`config.mk`:
```
export PLATFORM = sky130hd
export DESIGN_NAME = mux_4_1_rr_arbiter
export DESIGN_NICKNAME = d
export VERILOG_FILES = /design/src/rtl/mux_4_1_rr_arbiter.sv
export SDC_FILE = /design/constraint.sdc
export NUM_CORES = 1
export LEC_CHECK = 0
export BUFFER_PORTS_ARGS = -buffer_cell sky130_fd_sc_hd__clkbuf_2
export CORE_MARGIN = 10
export CORE_UTILIZATION = 55
export CTS_CLUSTER_SIZE = 14
export DETAILED_ROUTE_END_ITERATION = 12
export PLACE_DENSITY = 0.76
export SYNTH_ARGS = -nofsm -noshare
export SYNTH_HDL_FRONTEND = slang
export SYNTH_SLANG_ARGS = --single-unit
export TNS_END_PERCENT = 1
```
`constraint.sdc`:
```
create_clock -name CLK -period 3.05 [get_ports CLK]
set_input_delay 0.305 -clock CLK [delete_from_list [all_inputs] [get_ports CLK]]
set_output_delay 0.305 -clock CLK [all_outputs]
set_load 0.02 [all_outputs]
```
`src/rtl/mux_4_1_rr_arbiter.sv`:
```
// Round-robin arbiter driving the select (S) and enable (EN) of a shared 4:1 mux.
// Optional macro MUX_ARB_PREEMPT_EN: requester 0 preempts any other owner.
module mux_4_1_rr_arbiter #(
  parameter int MAX_HOLD = 4
) (
  input  logic       CLK,
  input  logic       RST,
  input  logic [3:0] REQ,
  output logic [3:0] GNT,
  output logic [1:0] S,
  output logic       EN
);

  localparam int CW = (MAX_HOLD > 0) ? $clog2(MAX_HOLD + 1) : 1;
  localparam logic [CW-1:0] CNT_MAX = CW'(MAX_HOLD);
  localparam logic [CW-1:0] CNT_ONE = CW'(1);

  typedef enum logic {IDLE, GRANT} state_t;

  state_t          state_reg, state_next;
  logic [3:0]      gnt_reg, gnt_next;
  logic [1:0]      sel_reg, sel_next;
  logic [1:0]      last_reg, last_next;
  logic            en_reg, en_next;
  logic [CW-1:0]   cnt_reg, cnt_next;

  logic [3:0]      others;
  logic [1:0]      win;
  logic            take;

  // First set bit of cand in the order from+1, from+2, from+3, from (2-bit wrap).
  function automatic logic [1:0] rr_pick(input logic [3:0] cand, input logic [1:0] from);
    logic [1:0] idx;
    rr_pick = from;
    for (int k = 4; k >= 1; k--) begin
      idx = from + 2'(k);
      if (cand[idx]) rr_pick = idx;
    end
  endfunction

  always_comb begin
    state_next = state_reg;
    gnt_next   = gnt_reg;
    sel_next   = sel_reg;
    last_next  = last_reg;
    en_next    = en_reg;
    cnt_next   = cnt_reg;
    others     = REQ & ~(4'b0001 << sel_reg);
    win        = rr_pick(REQ, last_reg);
    take       = 1'b0;

    unique case (state_reg)
      IDLE: begin
        if (|REQ) take = 1'b1;
      end
      GRANT: begin
`ifdef MUX_ARB_PREEMPT_EN
        if (REQ[0] && sel_reg != 2'd0) begin
          take      = 1'b1;
          win       = 2'd0;
          last_next = sel_reg;
        end else
`endif
        if (!REQ[sel_reg]) begin
          last_next = sel_reg;
          if (|others) begin
            take = 1'b1;
            win  = rr_pick(others, sel_reg);
          end else begin
            state_next = IDLE;
            gnt_next   = 4'b0000;
            en_next    = 1'b0;
          end
        end else if (MAX_HOLD != 0 && cnt_reg == CNT_MAX) begin
          // Saturate while alone; rotate away only when someone else waits.
          if (|others) begin
            take      = 1'b1;
            last_next = sel_reg;
            win       = rr_pick(others, sel_reg);
          end
        end else begin
          cnt_next = cnt_reg + CNT_ONE;
        end
      end
      default: state_next = IDLE;
    endcase

    if (take) begin
      state_next = GRANT;
      sel_next   = win;
      gnt_next   = 4'b0001 << win;
      en_next    = 1'b1;
      cnt_next   = CNT_ONE;
    end
  end

  always_ff @(posedge CLK or posedge RST) begin
    if (RST) begin
      state_reg <= IDLE;
      gnt_reg   <= 4'b0000;
      sel_reg   <= 2'd0;
      last_reg  <= 2'd3;
      en_reg    <= 1'b0;
      cnt_reg   <= '0;
    end else begin
      state_reg <= state_next;
      gnt_reg   <= gnt_next;
      sel_reg   <= sel_next;
      last_reg  <= last_next;
      en_reg    <= en_next;
      cnt_reg   <= cnt_next;
    end
  end

  assign GNT = gnt_reg;
  assign S   = sel_reg;
  assign EN  = en_reg;

endmodule

```
==> After elaboration in Yosys (flattened, before gate mapping) <==
Cells that the tools add are included.
{ "word_totals": {"register_bits": 13, "output_inout_bits": 7, "input_bits": 6} }
{ "classes": {"order_cmp": 7, "n_mux": 47, "addsub": 7, "n_reduce_logical": 7, "shift": 2, "eq_ne": 6, "bitwise": 3} }
{ "op_table": {"columns": ["cell", "n"], "rows": [
  ["$mux W2", 13],
  ["$lt A2 B3 Y1 const B", 7],
  ["$mux W1", 18],
  ["$mux W4", 4],
  ["$bmux W1 S2", 7],
  ["$mux W3", 4],
  ["$reduce_and A3 Y1", 3],
  ["$add A2 B2 Y2 const B", 4],
  ["$reduce_or A4 Y1", 2],
  ["$shl A1 B2 Y4 const A", 2],
  ["$ne A2 B2 Y1 const B", 3],
  ["$add A2 B1 Y2 const B", 2],
  ["$and A4 B4 Y4", 1],
  ["$ne A2 B1 Y1 const B", 2],
  ["$not A4 Y4", 1],
  ["$reduce_bool A2 Y1", 2],
  ["$add A3 B1 Y3 const B", 1],
  ["$eq A3 B3 Y1 const B", 1],
  ["$pmux W1 S2", 1],
  ["$not A1 Y1", 1]
]} }

==> Depth between registers and ports, before layout <==
Gate-level depths: netlist of run 1.
{ "logic_depth": {"ltp_word": 14, "depth_mapped": 8, "mapped_depth_nobuf": 7} }

==> Worst setup path after synthesis of run 1 <==
OpenSTA, ideal clock, no wires.
{ "synth_timing": {"path_kind": "register -> register", "start": "register sel_reg[0], in the netlist S[0]", "end": "register gnt_reg[3], in the netlist GNT[3]", "path_stages_with_launch": 9, "arrival_time_ps": 2510, "setup_time_ps": 139, "path_slack_ps": 402, "n_path_buf": 1, "required_ps": 2911, "path_cell_list": "dfrtp_1 > buf_2 > inv_1 > ha_1 > nand2b_1 > mux4_2 > or3_1 > a221oi_1 > o31ai_1"} }
{ "synth_between": {"elab_chain_len": 14, "elab_cells_between_ends": 32} }
{ "synth_rtl": {"columns": ["item", "line", "text"], "rows": [
  ["from (decl)", "22", "logic [1:0] sel_reg, sel_next;"],
  ["from (signal assigned)", "108", "sel_reg <= sel_next;"],
  ["branches (longest 14 deep; another with $add A2 B2 Y2)", null, null],
  ["to (signal assigned)", "107", "gnt_reg <= gnt_next;"],
  ["to (decl)", "21", "logic [3:0] gnt_reg, gnt_next;"]
]} }
Several ways; the timed one is not identified. The select of a mux whose other input is x is not followed.
A chain may end at the register's enable or synchronous reset.

==> Final worst setup path of run 1 <==
{ "layout_timing": {"start": "register sel_reg[1], in the netlist S[1]", "end": "register gnt_reg[3], in the netlist GNT[3]"} }
The elaborated chain is that of the path after synthesis.

==> results of run 1 <==
-- final timing paths --
check	startpoint	to	slack, ns	cells after the start
worst max-delay path	S[1]	GNT[3]	0.36	7
worst min-delay path	RST	GNT[0]	0.02	2
worst max register to register	S[1]	GNT[3]	0.36	7
worst min register to register	EN	EN	0.51	2
max in group asynchronous	RST	last_reg[0]	2.67	2
min in group CLK	EN	EN	0.51	2
-- synth_stat cells, types with 2 or more instances --
| cell | count |
|---|---|
| ha_1 | 6 |
| a21boi_0 | 2 |
| o21ai_0 | 3 |
| a21oi_1 | 6 |
| nand2b_1 | 5 |
| mux2_2 | 2 |
| dfrtp_1 | 11 |
| inv_1 | 9 |
| dfstp_2 | 2 |
| o31ai_1 | 4 |
| or2_2 | 2 |
| or2b_1 | 2 |
| a21o_1 | 2 |
| nor2_1 | 4 |
| o211ai_1 | 2 |
| mux2i_1 | 3 |
| a221oi_1 | 2 |
| nand3_1 | 5 |
| nand2_1 | 11 |
| nand2b_2 | 2 |
-- stage by stage --
stage	cell area [um2]	utilization [%]	instances	hold WS, ns
3_3_place_gp	1066	62.42	143	0.3217
2_1_floorplan	972.2	-	106	0.1805
3_5_place_dp	1066	62.42	143	0.3337
5_1_grt	1092	63.96	147	0.04862
6_report	1092	63.96	147	0.02160
4_1_cts	1092	63.96	147	0.03302
-- power by group through the flow --
stage | Clock [W] | Sequential (W) | Combinational, W
2_1_floorplan | 0 | 0.000348 | 0.000561
3_3_place_gp | 0 | 0.000318 | 0.000757
3_5_place_dp | 0 | 0.000323 | 0.000770
4_1_cts | 0.000109 | 0.000320 | 0.000776
5_1_grt | 0.000116 | 0.000335 | 0.000867
6_report | 0.000105 | 0.000321 | 0.000784
-- logic make-up after synthesis --
group,Yosys count,share of synthesized area (%)
adder cells (fa/ha/maj),6,7.722
XOR/XNOR,2,1.802
AO/OA/AOI/OAI,30,22.39
buffers and inverters,10,3.989
AND/OR/NAND/NOR,38,21.49
flip-flops,13,33.72
multiplexers,7,8.880
-- routing by layer --
metal,track usage [%],vias up,wire length (um)
met1,15.45,423,984
li1,-,424,-
met3,3.252,4,118
met4,3.185,0,14
met2,21.93,21,1122
met5,0,-,0
-- worst reg2reg max path: cells and delay by family (launching register included) --
| kind | cells | cell delay (ns) |
|---|---|---|
| fa+ha+maj | 1 | 0.23 |
| simple gates | 2 | 0.55 |
| flops | 1 | 0.48 |
| compound gates | 2 | 0.63 |
| buf+inv | 1 | 0.18 |
| mux | 1 | 0.49 |
-- layout make-up --
class | instances | area, um2 | share of cell area [%]
tap | 25 | 31.28 | 2.864
inverter | 9 | 33.78 | 3.093
multi-input combinational | 83 | 605.6 | 55.44
sequential | 13 | 327.8 | 30.01
timing repair buffer | 13 | 67.56 | 6.186
clock buffer | 4 | 26.28 | 2.405
==> metrics.yaml, run 1 <==
die_height_um: 62.04
grt_pass1_vias: 831
dp_hpwl_um: 1754
grt_overflow: 0
io_pins: 13
worstSetupPathType: "flop to flop"
cp.arrival_ns: 2.84
fillers: 146
post-synth-top-area-cell: "dfrtp_1"
std_cell_rows: 15
drtAntennaViolNets: 0
ys_seq_area_share_pct: 33.72
cts_buffer_depth: 2
crit_required_ns: 3.19
cp_slowest_cell: "mux4_2"
layout-drive-gt1-share_pct: 22.95
hold_viol_final: 0
p_switching_w: 0.0005839
numCtsBuffers: 3
vias: 872
wl_per_cell_um: 15.24
clock-sinks: 13
synth_area_leaders: "dfrtp_1 28%, ha_1 7.7%, dfstp_2 5.4%"
dieArea_um2: 3849
worstMarginPinSlew_ns: 0.7462
syn_nets: 118
period_minus_slack_ns: 2.694
nNetsFinal: 135
max_cap_viol_count: 0
grt_pass1_wl_um: 3774
ys.flop_type: "dfrtp_1"
power.internal_w: 0.0006258
cts_root_buf: "clkbuf_4"
slew_viol_final: 0
finalSetupViolCount: 0
final_cell_mix: "12 x clkbuf_2, 11 x dfrtp_1, 11 x nand2_1"
power_frac_clock_pct: 8.6
post-cts-setup-buffers: 0
combPwrFrac_pct: 64.8
crit_path_max_fanout: 7
area_growth_pct: 12.36
syn_avg_cell_area_um2: 9.172
htreeDepth: 1
leakagePower_nw: 0.5135
status: "completed"
cts_resized: 0
diodes: 0
initial_utilization_pct: 56.92
fmax_mhz: 371.2
drt_iter0_markers: 26
setup_ws_ns: 0.3557
cts_tree: "yes"
hold_path_class: "primary input to asynchronous set/reset pin"
powerDensity_nw_per_um2: 1107
power.share.switching_pct: 48.27
slowest_delay_ns: 0.49
die_x_um: 62.04
dp_slack_ns: 0.3992
power_frac_seq_pct: 26.6
firstDrtPassIters: 6
synth_seq_cells: 13
end_kind: "flop"
crit_path_start_kind: "flop"
ir_drop_uv: 681.9
antenna_found_initial: 0
postCtsHoldBufs: 0
tns_ns: 0
maxSlewHeadroom_pct: 50.25
crit_buf_inv: 1
synth_edf_count: 0
critPathTopFamily: "compound AO/OA/AOI/OAI gates"
largest_register_ffs: 4
rsz0062_at_grt: "false"
drc_errors: 0
power_w: 0.001210
ys_warn_count: 0
grt_usage_pct: 12.78
synthCells: 106
clk-insertion-delay-late_ns: 0.27
worstPathCellList: "inv_1, ha_1, nand2b_2, mux4_2, or3_1, a221oi_1, o31ai_1"
synth.cell_area_um2: 972.2
finalCritPeriodShare_pct: 88.34
synth_top_area_share_pct: 28.31
synth_cell_type_count: 41
routed_wl_um: 2240
port_buffers: 12
routabilityCongestion: 0.8536
via_per_inst: 5.932
synthArstFlopShare_pct: 100.0
coreArea_um2: 1708
skew_ns: 0.005212
grt_max_degree: 14
clk_pin_slew_ns: 0.08
layout_commonest_cell: "clkbuf_2"
(Power assumes the default switching activity.)
==> run 2, diff against run 1 <==
--- a/config.mk
+++ b/config.mk
@@ -6,11 +6,11 @@
 export NUM_CORES = 1
 export LEC_CHECK = 0
 export BUFFER_PORTS_ARGS = -buffer_cell sky130_fd_sc_hd__clkbuf_2
-export CORE_MARGIN = 10
+export CORE_MARGIN = 4
 export CORE_UTILIZATION = 55
 export CTS_CLUSTER_SIZE = 14
 export DETAILED_ROUTE_END_ITERATION = 12
-export PLACE_DENSITY = 0.76
+export PLACE_DENSITY = 0.84
 export SYNTH_ARGS = -nofsm -noshare
 export SYNTH_HDL_FRONTEND = slang
 export SYNTH_SLANG_ARGS = --single-unit
==> metrics.yaml, run 2 (synthesis gave the netlist of run 1 again) <==
cts_resized: 0
fmax_mhz: 364.1
slew_viol_final: 0
layout-drive-gt1-share_pct: 22.31
grt_pass1_vias: 800
area_growth_pct: 11.45
dp_hpwl_um: 1633
layout_commonest_cell: "clkbuf_2"
drtAntennaViolNets: 0
p_switching_w: 0.0005758
crit_path_start_kind: "flop"
power.share.switching_pct: 48.26
initial_utilization_pct: 60.99
tns_ns: 0
via_per_inst: 5.579
skew_ns: 0.004806
nNetsFinal: 134
io_pins: 13
maxSlewHeadroom_pct: 51.22
cp.arrival_ns: 2.89
numCtsBuffers: 3
largest_register_ffs: 4
placed_cell_area_um2: 1057
slowest_delay_ns: 0.64
power_w: 0.001193
grt_overflow: 0
max_cap_viol_count: 0
grt_usage_pct: 19.09
grt_pass1_wl_um: 3615
combPwrFrac_pct: 62.6
crit_buf_inv: 1
hold_viol_final: 0
hold_slack_ns: 0.002127
wl_per_cell_um: 14.17
drt_iter0_markers: 16
hold_path_class: "primary input to asynchronous set/reset pin"
antenna_found_initial: 0
coreArea_um2: 1594
diodes: 0
reg2regPathDepth: 7
period_minus_slack_ns: 2.746
worstMarginPinSlew_ns: 0.7318
post-cts-setup-buffers: 0
cp_slowest_cell: "dfrtp_1"
clk-insertion-delay-late_ns: 0.29
power.internal_w: 0.0006172
dieArea_um2: 2504
critPathTopFamily: "flip-flops"
powerDensity_nw_per_um2: 1101
cts_root_buf: "clkbuf_4"
cts_tree: "yes"
end_kind: "flop"
firstDrtPassIters: 4
vias: 809
status: "completed"
postCtsHoldBufs: 0
htreeDepth: 1
power_frac_clock_pct: 9.2
ir_drop_uv: 519.6
clock-sinks: 13
r2r_slack_ns: 0.30
crit_path_max_fanout: 16
die_x_um: 50.04
std_cell_rows: 14
worst-path-stages: 7
r2r-start: "S[0]"
power_frac_seq_pct: 28.2
port_buffers: 12
leakagePower_nw: 0.5086
final_core_util_pct: 67.97
final_cell_mix: "12 x clkbuf_2, 11 x dfrtp_1, 11 x nand2_1"
routed_wl_um: 2055
finalSetupViolCount: 0
routabilityCongestion: 0.8204
fin_area_um2: 1084
grt_max_degree: 17
clk_pin_slew_ns: 0.08
drc_errors: 0
r2r_end: "S[0]"
die_height_um: 50.04
cts_buffer_depth: 2
worstSetupPathType: "flop to flop"
crit_required_ns: 3.20
rsz0062_at_grt: "false"
finalCritPeriodShare_pct: 90.04
worstPathCellList: "inv_1, ha_1, nand2b_1, mux4_2, or3_1, a221oi_1, o31ai_1"
-- run 2: cell count changes in the layout (fill, tap and decap cells not counted), sizes merged --
| cell | before | now |
|---|---|---|
| buf | 1 | 0 |
-- run 2: worst max path at each step --
stage	startpoint	end	slack, ns
after detailed placement	S[0]	S[0]	0.29
after global placement	S[0]	GNT[3]	0.39
final	S[0]	S[0]	0.30
after global routing	S[0]	GNT[1]	0.01
after floorplan	S[0]	GNT[3]	0.40
after CTS	S[0]	S[0]	0.28
-- run 2: final cells by class --
class                   instances  area (um2)
multi-input cells              83       605.6
fillers                       134       510.5
flip-flops and latches         13       327.8
repair buffers                 12       60.06
inverters                       9       33.78
well taps                      24       30.03
clock buffers                   4       26.28
-- run 2: per-layer routing --
layer	track usage [%]	wire length [um]	vias to the layer above
met3	4.819	63	3
met1	23.35	957	378
met4	6.912	23	0
met2	31.96	1011	9
li1	-	-	419
met5	0	0	-
-- run 2: power groups by stage --
stage          registers (W)  logic, W  clock network, W
2_1_floorplan       0.000348  0.000561                 0
3_3_place_gp        0.000334  0.000720                 0
3_5_place_dp        0.000339  0.000745                 0
4_1_cts             0.000336  0.000747          0.000113
5_1_grt             0.000349  0.000849          0.000123
6_report            0.000337  0.000747          0.000110
-- run 2: metrics by stage --
| stage | std cells | setup WS [ns] |
|---|---|---|
| 4_1_cts | 145 | 0.2800 |
| 3_3_place_gp | 141 | 0.3883 |
| 6_report | 145 | 0.3037 |
| 3_5_place_dp | 141 | 0.2886 |
| 2_1_floorplan | 106 | 0.4018 |
| 5_1_grt | 145 | 0.01231 |
